--- src/rtl/vde_line_packer.sv ---
// rtl/vde_line_packer.sv - packs a byte stream into 32-bit little-endian words, closing a word at lane 3 or at line end
module vde_line_packer #(
  parameter int unsigned LINE_BYTES = 320
) (
  input  logic        clk_i,
  input  logic        rst_i,
  input  logic        data_in_valid_i,
  output logic        data_in_ready_o,
  input  logic [7:0]  data_in_data_i,
  output logic        data_out_valid_o,
  input  logic        data_out_ready_i,
  output logic [31:0] data_out_data_o,
  output logic [3:0]  data_out_strb_o,
  output logic        data_out_last_o,
  output logic [15:0] lines_done_o
);

  localparam logic [15:0] LINE_LAST = 16'(LINE_BYTES - 1);

  logic [1:0]  lane_q;
  logic [15:0] line_pos_q;
  logic [23:0] acc_q;
  logic        out_valid_q;
  logic [31:0] out_data_q;
  logic [3:0]  out_strb_q;
  logic        out_last_q;
  logic [15:0] lines_done_q;

  logic        line_end;
  logic        closing_next;
  logic        accept;
  logic        consume;
  logic [31:0] word_next;
  logic [3:0]  strb_next;

  assign line_end     = (line_pos_q == LINE_LAST);
  assign closing_next = (lane_q == 2'd3) || line_end;

  // Only a closing byte needs the output register, so only it can be blocked.
  assign data_in_ready_o = !(closing_next && out_valid_q && !data_out_ready_i);
  assign accept          = data_in_valid_i && data_in_ready_o;
  assign consume         = out_valid_q && data_out_ready_i;

  always_comb begin
    word_next = '0;
    strb_next = '0;
    for (int k = 0; k < 3; k++) begin
      if (2'(k) < lane_q) begin
        word_next[8*k +: 8] = acc_q[8*k +: 8];
        strb_next[k]        = 1'b1;
      end
    end
    word_next[{lane_q, 3'b000} +: 8] = data_in_data_i;
    strb_next[lane_q]                = 1'b1;
  end

  always_ff @(posedge clk_i or posedge rst_i) begin
    if (rst_i) begin
      lane_q       <= '0;
      line_pos_q   <= '0;
      acc_q        <= '0;
      out_valid_q  <= 1'b0;
      out_data_q   <= '0;
      out_strb_q   <= '0;
      out_last_q   <= 1'b0;
      lines_done_q <= '0;
    end else begin
      if (consume) begin
        out_valid_q <= 1'b0;
        if (out_last_q) begin
          lines_done_q <= lines_done_q + 16'd1;
        end
      end
      if (accept) begin
        if (closing_next) begin
          out_valid_q <= 1'b1;
          out_data_q  <= word_next;
          out_strb_q  <= strb_next;
          out_last_q  <= line_end;
        end else begin
          case (lane_q)
            2'd0:    acc_q[7:0]   <= data_in_data_i;
            2'd1:    acc_q[15:8]  <= data_in_data_i;
            2'd2:    acc_q[23:16] <= data_in_data_i;
            default: ;
          endcase
        end
        lane_q     <= line_end ? 2'd0 : lane_q + 2'd1;
        line_pos_q <= line_end ? 16'd0 : line_pos_q + 16'd1;
      end
    end
  end

  assign data_out_valid_o = out_valid_q;
  assign data_out_data_o  = out_data_q;
  assign data_out_strb_o  = out_strb_q;
  assign data_out_last_o  = out_last_q;
  assign lines_done_o     = lines_done_q;

endmodule

--- config.mk ---
export PLATFORM = sky130hd
export DESIGN_NAME = vde_line_packer
export DESIGN_NICKNAME = d
export VERILOG_FILES = /design/src/rtl/vde_line_packer.sv
export SDC_FILE = /design/constraint.sdc
export NUM_CORES = 1
export LEC_CHECK = 0
export BUFFER_PORTS_ARGS = -buffer_cell sky130_fd_sc_hd__buf_2
export CAP_MARGIN = 20
export CORE_UTILIZATION = 25
export CTS_BUF_LIST = sky130_fd_sc_hd__clkbuf_8
export DETAILED_ROUTE_END_ITERATION = 8
export PLACE_DENSITY = 0.47
export SYNTH_ARGS = -nofsm -noshare
export SYNTH_HDL_FRONTEND = slang
export SYNTH_SLANG_ARGS = --single-unit
--- constraint.sdc ---
create_clock -name clk_i -period 3 [get_ports clk_i]
set_input_delay 0.6 -clock clk_i [delete_from_list [all_inputs] [get_ports clk_i]]
set_output_delay 0.6 -clock clk_i [all_outputs]
set_load 0.1 [all_outputs]
==> reports/summary.txt <==
status - finished, violations left
failing checks - DRC
max frequency - 364 MHz
cells along the critical path - ha_1, and3_1, and4_4, o21ai_2, buf_2
Netlist cell types - 46
DR iter-0 viols - 215
WL final - 10800 um
Synth area leader - dfrtp_1
Hold Vio Cnt, Final - 0
Crit-path slowest cell - buf_2
Pre-antenna DRT Iters - 9
WL per Instance - 16.3 um
flops & latches, synth - 96
root buf cell - clkbuf_8
FFs w/ async S/R, synth - 100%
Clock Power Share - 13.5%
most frequent cell after synthesis - dfrtp_1
Ys Warns - 0
min Tclk post-route - 2750 ps
global-route wire length before repair - 17200 um
CTS clk-pin slew, worst paths - 90 ps
Placeable Area - 18000 um^2
NetSw - 0.00321 W
Flop pwr share - 33.1%
Layout area overhead - 17.6%
largest net degree at the start of global routing - 80
syn_nets - 381
Comb power frac - 53.4%
dominant synthesized flop cell - dfrtp_1
Startpoint Class - flip-flop
Static Leakage - 2.55 nW
cell count after synthesis - 360
CP arrival - 2150 ps
Power Internal - 0.00308 W
Die H - 137 um
Synth Cell Area - 4570 um^2
Crit path largest cell delay - 440 ps
Switching Share - 51.0%
initial antenna violation count - 0
clock buffer count from CTS - 9
Power Density - 1170 nW/um^2
setup_tns - 0 ps
class of the tightest hold or removal check - input pin to asynchronous set/reset pin
layout cells sized above 1 - 34.6%
Pwr Total - 0.00629 W
DR DRC count - 2
Worst Path Required - 2400 ps
clk buf depth - 2
synthesized area per cell - 12.7 um^2
MaxCap Viol Count - 0
post-cts resize count - 0
RD Place Congestion - 0.845
IO Count - 67
CTS Hold Bufs - 0
EDFF count, synth - 0
number of placement rows - 49
Via Count - 3196
Worst slew margin - 31.8%
# setup viols final - 0
Final Slew Violations - 0
die area - 18800 um^2
Synth area leaders - dfrtp_1 (53%), mux2_2 (8.1%), a22o_1 (6.5%)
postcts setup bufs - 0
Worst Path Max Fanout - 12
Peak VDD IR - 0.000763 V
fin crit share - 91.6%
RSZ-0062 raised after global routing - no
Worst Setup End Kind - output port
CTS tree - yes
Total GRT Usage - 12.0%
H-tree lvl count - 3
Clk Latency, worst-skew pair - 380 ps
Die W - 137 um
Slew @ Worst Pin - 1020 ps
Initial Utilization - 25.5%
Seq/Total Area, Yosys - 52.5%
Synth top cells by count - dfrtp_1 (96), a22o_1 (34), mux2_2 (33)
Final Util - 29.9%
Vias/cell - 4.82
n_diodes - 0
dpl hpwl - 7440 um
grt ovf - 0
antenna-violating nets left - 0
port bufs - 66
vias in the first global route - 3173
CP Class - flip-flop to output port
clk sinks - 96
area share of the largest cell type after synthesis - 52.5%
Total Nets Final - 450
Setup Skew - 11.8 ps
## power by group through the flow
stage | Sequential [W] | Combinational, W | Clock (W)
after detailed placement | 0.00210 | 0.00337 | 0
after global routing | 0.00215 | 0.00354 | 0.000937
final | 0.00208 | 0.00336 | 0.000851
after floorplan | 0.00358 | 0.00128 | 0
after CTS | 0.00208 | 0.00337 | 0.000890
after global placement | 0.00209 | 0.00334 | 0
## placed cells by master, fill, tap and decap left out, types with 6 or more instances in the layout
cell and count:
nand4_1 12, buf_2 66, inv_1 10, mux2_2 33
o211ai_1 7, and3_1 6, nand3_1 15, xnor2_1 18
mux2_4 18, o21ai_0 6, clkbuf_8 9, nand2_1 13
mux2i_1 6, nor2_1 10, a22o_1 34, nor3_1 6
dfrtp_1 96, ha_1 9
## metrics by stage
stage          hold WS, ps  setup slack (ps)  cell area, um^2  std cells
2_1_floorplan          439               292             4580        360
3_3_place_gp           461               673             5190        647
3_5_place_dp           464               627             5190        647
4_1_cts                214               206             5380        663
5_1_grt                239              86.0             5380        663
6_report               222               253             5380        663
## state kept, by name, summed over array words and instances (netlist names)
signal / count
lane_q: 2
line_pos_q: 16
lines_done_o: 16
data_out_data_o: 32
data_out_strb_o: 4
data_out_last_o: 1
data_out_valid_o: 1
acc_q: 24
## routing by layer
| layer | up-vias | part of all wire [%] | global-route usage, % |
|---|---|---|---|
| met5 | - | 0 | 0 |
| met4 | 0 | 2.3 | 5.86 |
| met3 | 16 | 3.7 | 2.02 |
| met2 | 64 | 43 | 17.0 |
| met1 | 1636 | 51 | 17.4 |
| li1 | 1480 | - | - |
## cells by family after synthesis
group	after synthesis	synth area share, %
multiplexers	57	15.3
AO/OA/AOI/OAI	68	12.0
AND/OR/NAND/NOR	86	11.2
adder cells (fa/ha/maj)	9	2.46
XOR/XNOR	20	3.83
flip-flops	96	52.5
buffers and inverters	24	2.63
## final cells by class
cell class | instances | area (um^2)
Fill cell | 1828 | 12600
Clock inverter | 7 | 63.8
Timing Repair Buffer | 73 | 408
Clock buffer | 9 | 124
Tap cell | 229 | 287
Sequential cell | 96 | 2400
Multi-Input combinational cell | 240 | 2050
Inverter | 9 | 37.5
## critical path, delay by kind of cell, from the launching register on
kind,cells,cell delay [ps]
AND/OR/NAND/NOR,2,540
buffers and inverters,1,440
AO/OA/AOI/OAI,1,130
flip-flops,1,430
adder cells (fa/ha/maj),1,230
## path summary, 6_finish.rpt
kind	slack, ps	depth (start not counted)	end	from
setup / recovery	250	5	data_in_ready_o	line_pos_q[0]$_DFFE_PP0N_
hold / removal	220	2	data_out_data_o[12]$_DFFE_PP0P_	rst_i
setup reg to reg	590	6	data_out_data_o[16]$_DFFE_PP0P_	lane_q[0]$_DFFE_PP0N_
hold reg to reg	480	1	line_pos_q[15]$_DFFE_PP0N_	line_pos_q[15]$_DFFE_PP0N_
max in group asynchronous	2030	3	data_out_data_o[28]$_DFFE_PP0P_	rst_i
min in group clk_i	480	1	line_pos_q[15]$_DFFE_PP0N_	line_pos_q[15]$_DFFE_PP0N_
No activity file was read; power rests on OpenSTA's default activity.
